--- config.mk ---
export PLATFORM = sky130hd
export DESIGN_NAME = rom_stream_reader
export DESIGN_NICKNAME = d
export VERILOG_FILES = /design/src/rtl/rom_stream_reader.sv
export SDC_FILE = /design/constraint.sdc
export NUM_CORES = 1
export LEC_CHECK = 0
export ABC_AREA = 0
export CAP_MARGIN = 5
export CORE_MARGIN = 3
export CORE_UTILIZATION = 48
export CTS_CLUSTER_DIAMETER = 120
export DETAILED_ROUTE_END_ITERATION = 12
export HOLD_SLACK_MARGIN = 0.15
export PLACE_DENSITY = 0.78
export SLEW_MARGIN = 20
export SYNTH_ARGS = -nofsm -noshare
export SYNTH_HDL_FRONTEND = slang
export SYNTH_SLANG_ARGS = --single-unit
export TNS_END_PERCENT = 20
--- constraint.sdc ---
create_clock -name CLK -period 1.6 [get_ports CLK]
set_input_delay 0.32 -clock CLK [delete_from_list [all_inputs] [get_ports CLK]]
set_output_delay 0.32 -clock CLK [all_outputs]
set_load 0.05 [all_outputs]
--- src/rtl/rom_stream_reader.sv ---
// Walks a programmed ROM address range and streams the words out on a valid/ready
// interface with a per-pass last marker; supports one-shot and looping playback.
module rom_stream_reader #(
    parameter  int WIDTH = 1,
    parameter  int SIZE  = 1,
    localparam int AW    = (SIZE > 1) ? $clog2(SIZE) : 1
) (
    input  logic             CLK,
    input  logic             RST,
    input  logic             START,
    input  logic [AW-1:0]    START_ADDR,
    input  logic [AW:0]      COUNT,
    input  logic             LOOP,
    input  logic             STOP,
    output logic [AW-1:0]    ROM_ADDR,
    input  logic [WIDTH-1:0] ROM_DO,
    output logic [WIDTH-1:0] OUT_DATA,
    output logic             OUT_VALID,
    input  logic             OUT_READY,
    output logic             OUT_LAST,
    output logic             BUSY,
    output logic             DONE
);

    typedef enum logic [1:0] {
        S_IDLE,
        S_RUN,
        S_DRAIN
    } state_t;

    localparam logic [AW:0]   REM_ONE = (AW+1)'(1);
    localparam logic [AW-1:0] TOP     = AW'(SIZE - 1);

    state_t           state_q, state_d;
    logic [AW-1:0]    ptr_q, ptr_d;
    logic [AW-1:0]    base_q, base_d;
    logic [AW:0]      count_q, count_d;
    logic [AW:0]      rem_q, rem_d;
    logic             loop_q, loop_d;
    logic             stop_q, stop_d;
    logic [WIDTH-1:0] data_q, data_d;
    logic             valid_q, valid_d;
    logic             last_q, last_d;
    logic             done_q, done_d;
    logic [AW-1:0]    ptr_next;

    // Wrap at SIZE, which need not be a power of two.
    assign ptr_next = (ptr_q == TOP) ? '0 : ptr_q + AW'(1);

    always_comb begin
        state_d = state_q;
        ptr_d   = ptr_q;
        base_d  = base_q;
        count_d = count_q;
        rem_d   = rem_q;
        loop_d  = loop_q;
        stop_d  = stop_q;
        data_d  = data_q;
        valid_d = valid_q;
        last_d  = last_q;
        done_d  = 1'b0;

        case (state_q)
            S_IDLE: begin
                if (START) begin
                    if (COUNT == '0) begin
                        done_d = 1'b1;
                    end else begin
                        state_d = S_RUN;
                        base_d  = START_ADDR;
                        ptr_d   = START_ADDR;
                        count_d = COUNT;
                        rem_d   = COUNT;
                        loop_d  = LOOP;
                        stop_d  = 1'b0;
                    end
                end
            end
            S_RUN: begin
                if (loop_q && STOP)
                    stop_d = 1'b1;
                // Output register refills when empty or when its word leaves this cycle.
                if (!valid_q || OUT_READY) begin
                    data_d  = ROM_DO;
                    valid_d = 1'b1;
                    last_d  = (rem_q == REM_ONE);
                    if (rem_q == REM_ONE) begin
                        if (!loop_q || stop_q || STOP) begin
                            state_d = S_DRAIN;
                            rem_d   = '0;
                            ptr_d   = ptr_next;
                        end else begin
                            ptr_d  = base_q;
                            rem_d  = count_q;
                            stop_d = 1'b0;
                        end
                    end else begin
                        ptr_d = ptr_next;
                        rem_d = rem_q - REM_ONE;
                    end
                end
            end
            S_DRAIN: begin
                if (OUT_READY) begin
                    valid_d = 1'b0;
                    last_d  = 1'b0;
                    state_d = S_IDLE;
                    done_d  = 1'b1;
                end
            end
            default: state_d = S_IDLE;
        endcase
    end

    always_ff @(posedge CLK) begin
        if (RST) begin
            state_q <= S_IDLE;
            ptr_q   <= '0;
            base_q  <= '0;
            count_q <= '0;
            rem_q   <= '0;
            loop_q  <= 1'b0;
            stop_q  <= 1'b0;
            data_q  <= '0;
            valid_q <= 1'b0;
            last_q  <= 1'b0;
            done_q  <= 1'b0;
        end else begin
            state_q <= state_d;
            ptr_q   <= ptr_d;
            base_q  <= base_d;
            count_q <= count_d;
            rem_q   <= rem_d;
            loop_q  <= loop_d;
            stop_q  <= stop_d;
            data_q  <= data_d;
            valid_q <= valid_d;
            last_q  <= last_d;
            done_q  <= done_d;
        end
    end

    assign ROM_ADDR  = ptr_q;
    assign OUT_DATA  = data_q;
    assign OUT_VALID = valid_q;
    assign OUT_LAST  = last_q;
    assign BUSY      = (state_q != S_IDLE);
    assign DONE      = done_q;

endmodule

# Yosys cells after proc, flatten, opt, wreduce, memory -nomap -nowiden
# Index checks and enable logic that the tools add are counted.
[word_totals] reg_bits=14
[op_classes] addsub=2 eq_ne=9 n_mux=36 bitwise_logic=1 n_reduce_logical=17
[op_table] operator="2-to-1 mux 2 bit" count=11
[op_table] operator="2-to-1 mux 1 bit" count=18
[op_table] operator="!= test 2 bit, second input constant" count=6
[op_table] operator="case mux 1 bit (2 select lines)" count=5
[op_table] operator="AND reduction 3 bit" count=3
[op_table] operator="case mux 2 bit (3 select lines)" count=1
[op_table] operator="AND reduction 6 bit" count=1
[op_table] operator="nonzero test 2 bit" count=3
[op_table] operator="== test 2 x 1 -> 1 bit, second input constant" count=2
[op_table] operator="zero test 2 bit" count=2
[op_table] operator="case mux 2 bit (2 select lines)" count=1
[op_table] operator="AND reduction 4 bit" count=1
[op_table] operator="logical OR 1 bit" count=3
[op_table] operator="== test 2 bit, second input constant" count=1
[op_table] operator="zero test 1 bit" count=2
[op_table] operator="AND reduction 2 bit" count=1
[op_table] operator="subtractor 2 x 1 -> 2 bit, second input constant" count=1
[op_table] operator="adder 1 bit, second input constant" count=1
[op_table] operator="logical AND 1 bit" count=1
[op_table] operator="NOT 1 bit" count=1

# Longest topological paths before layout
[depth] depth_word=7 mapped_depth=5 depth_no_buf=5

# Least setup slack after synthesis
# OpenSTA, ideal clock, no wires.
[synth_timing] kind="register to register" startpoint="reg valid_q, in the netlist OUT_VALID" endpoint="reg rem_q[0]" setup_time_ns=0.136 arrival_time_ns=1.250 required_time_ns=1.464 path_slack_ns=0.214 path_stages_with_launch=4 n_path_buf=0 path_cell_list="dfxtp_1 nand2b_1 a221oi_1 a311oi_2"
[synth_between] elab_chain_cells=4
[synth_rtl] element="start, declared" line="42" rtl="logic valid_q, valid_d;"
[synth_rtl] element="start signal, assigned" line="137" rtl="valid_q <= valid_d;"
[synth_rtl] element="zero test 1 bit" line="83" rtl="if (!valid_q || OUT_READY) begin"
[synth_rtl] element="logical OR 1 bit" line="83"
[synth_rtl] element="!= test 2 bit (no line)"
[synth_rtl] element="AND reduction 4 bit (no line)"
[synth_rtl] element="end signal, assigned" line="133" rtl="rem_q <= rem_d;"
[synth_rtl] element="end, declared" line="38" rtl="logic [AW:0] rem_q, rem_d;"
# Every way passes these cells.
# A chain may end at the register's enable or synchronous reset.

# Final worst setup path
[layout_timing] startpoint="reg rem_q[0]" endpoint="reg state_q[1]"
[layout_between] elab_chain_cells=3
[layout_rtl] element="== test 2 x 1 -> 1 bit" line="87" rtl="if (rem_q == REM_ONE) begin"
[layout_rtl] element="!= test 2 bit (no line)"
[layout_rtl] element="AND reduction 6 bit (no line)"
[layout_rtl] element="end signal, assigned" line="129" rtl="state_q <= state_d;"
[layout_rtl] element="end, declared" line="34" rtl="state_t state_q, state_d;"
# Every way passes these cells.

==> impl_metrics.yaml <==
status:
  status: "completed"
logic_synthesis:
  yosys_warnings: 0
  synth_area_um2: 749
  synth_nets: 96
  syn_area_per_cell_um2: 8.82
  synthTopCellsByArea: "dfxtp_1 37%, a21oi_1 7.3%, a311oi_2 4.0%"
  syn_inst: 85
  yosysTopAreaCell: "dfxtp_1"
  synth_edf_count: 0
  ys_top_cells_by_count: "14 x dfxtp_1, 11 x a21oi_1, 6 x inv_1, 5 x nand2_1, 5 x o21ai_1"
  ys_seq_area_frac: 0.374
  synth-main-ff-cell: "dfxtp_1"
  synth-seq-cells: 14
  yosysMostFrequentCell: "dfxtp_1"
  ys_async_sr_fraction: 0
  ys_types: 36
  synth_top_area_share: 0.374
cells_and_area:
  final_layout_size_suffix_gt1_frac: 0.286
  finish.instance_area_um2: 1030
  diodes: 0
  finalNetCount: 124
  num-fill-cells: 116
  area_delta_synth_final_pct: 37.6
worst_setup_path:
  worstSetupEndpoint: "state_q[1]"
  r2r_start: "rem_q[0]"
  reg2reg_to: "state_q[1]"
  cp-end-kind: "flip-flop"
  path_class: "flip-flop to flip-flop"
  cp.required_ps: 1820
  crit_path_start: "rem_q[0]"
  r2r_cells: 4
  reg2reg_slack_ps: 150
  arrival_ps: 1670
  crit_path_max_fanout: 7
  cp-start-kind: "flip-flop"
cts:
  cts_tree: "built"
  cts_root_buffer: "clkbuf_4"
  insertion_delay_ps: 290
  numCtsBuffers: 3
  clock-sinks: 14
  clockBufferDepth: 2
  hold_buffers: 0
  cts_htree_levels: 1
  path_clk_slew_ps: 90
worst_hold_path:
  whs_path_depth: 2
  hold_path.class: "flip-flop to flip-flop"
drt:
  wl_met1_um: 779
  drcViolationCount: 0
  firstDrtPassIters: 4
  wl_met3_um: 151
  wire_per_inst_um: 14.8
  highest_layer: "met4"
  detail-route-antenna-nets: 0
  routed_via_density: 6.02
  via_count: 764
  met2_length_um: 917
  drt-initial-drc-count: 30
  totalWireLength_um: 1880
sta:
  setup_viol: 0
  slew_headroom: 0.758
  min_period_ps: 1450
  holdWs_ps: 484
  skew_ps: 5.72
  fmax_mhz: 689
  tightestPinTransition_ps: 362
  period_share: 0.907
  rsz0062_at_grt: "false"
  finalHoldViolations: 0
  slew_viol_final: 0
pwr:
  ir_drop_v: 0.000706
  power_density_nw_per_um2: 934
  leakagePower_uw: 0.000408
floorplan:
  initial_core_util: 0.542
  ioPinCount: 16
  die_area_um2: 2070
  fp.dieW_um: 45.5
  core_area_um2: 1380
  row_count: 13
  die_h_um: 45.5
placed_design:
  place_area_um2: 992
  gp_congestion: 0.864
  port_buffers: 15
  dp_hpwl_um: 1440
global_route:
  antenna_found_initial: 0
  grt_usage: 0.216
  globalRouteOverflowTotal: 0
  grt_pass1_wl_um: 3240
  first_global_vias: 780
  grt_start_max_net_pins: 15
run:
  cap_violations: 0
==> what timing repair did <==
item / 4_1_cts / 5_1_grt
setup endpoints to repair: 0 / 1
resized for setup: 0 / 2
hold endpoints to repair: 0 / 0
buffers inserted: 0 / 0
==> metrics by stage <==
| step | instances | power [uW] | setup TNS [ps] | worst slack (ps) | utilization |
|---|---|---|---|---|---|
| detailed placement | 123 | 710 | -465 | -129 | 0.718 |
| CTS | 127 | 969 | 0 | 37.4 | 0.744 |
| global route | 127 | 1020 | 0 | 83.4 | 0.746 |
| floorplan | 85 | 590 | 0 | 214 | - |
| global placement | 123 | 700 | -257 | -95.7 | 0.718 |
| finish | 127 | 963 | 0 | 148 | 0.746 |
==> worst min-delay path by stage <==
stage                    start         end  slack, ps
global route        count_q[1]  count_q[1]        510
CTS                     base_q      base_q        490
detailed placement      base_q      base_q        480
global placement        base_q      base_q        470
floorplan                  RST    ROM_ADDR        390
finish                OUT_DATA    OUT_DATA        480
==> placed cells by master (no fill, tap or decap), types with 2 or more instances in the layout <==
cell / n
a21oi_1: 11
a221oi_1: 2
a311oi_2: 2
and2_1: 2
buf_12: 2
buf_4: 14
clkbuf_4: 3
clkdlybuf4s50_1: 9
dfxtp_1: 12
dfxtp_2: 2
inv_1: 6
nand2_1: 5
nand2b_1: 2
nand3_1: 4
nand4_1: 2
nor2_1: 4
nor3_1: 2
o21ai_0: 2
o21ai_1: 5
==> where the power goes <==
group          switching [uW]  total, uW  internal [uW]
registers                28.9        407            378
clock network             121        259            139
logic                     159        297            138
==> worst max-delay path, cell delays in order (launching register included) <==
cell     delay [ps]
dfxtp_1         390
ha_1            310
inv_1            90
o41ai_1         400
nor2b_1         190
==> sequential cells by signal, indices dropped and copies added, names as in the netlist <==
name       count
OUT_LAST       1
OUT_VALID      1
loop_q         1
ROM_ADDR       1
OUT_DATA       1
count_q        2
state_q        2
DONE           1
rem_q          2
stop_q         1
base_q         1
==> logic make-up after synthesis <==
group                    after synthesis  share of synthesized area
adder cells (fa/ha/maj)                1                     0.0167
flip-flops                            14                      0.374
AO/OA/AOI/OAI                         29                      0.284
multiplexers                           1                     0.0134
buffers and inverters                  8                     0.0451
AND/OR/NAND/NOR                       32                      0.267
==> final cells by class <==
class                   instances  area [um2]  share of cell area
inverters                       6        22.5              0.0218
repair buffers                 25         235               0.228
clock buffers                   4        36.3              0.0352
well taps                      15        18.8              0.0182
flip-flops and latches         14         283               0.274
multi-input cells              63         435               0.422
==> metal layers <==
metal	up-vias	global-route usage
li1	373	-
met1	351	0.246
met2	33	0.345
met3	7	0.0751
met4	0	0.123
met5	-	0
Note: power is estimated with default switching activity, not from simulation.
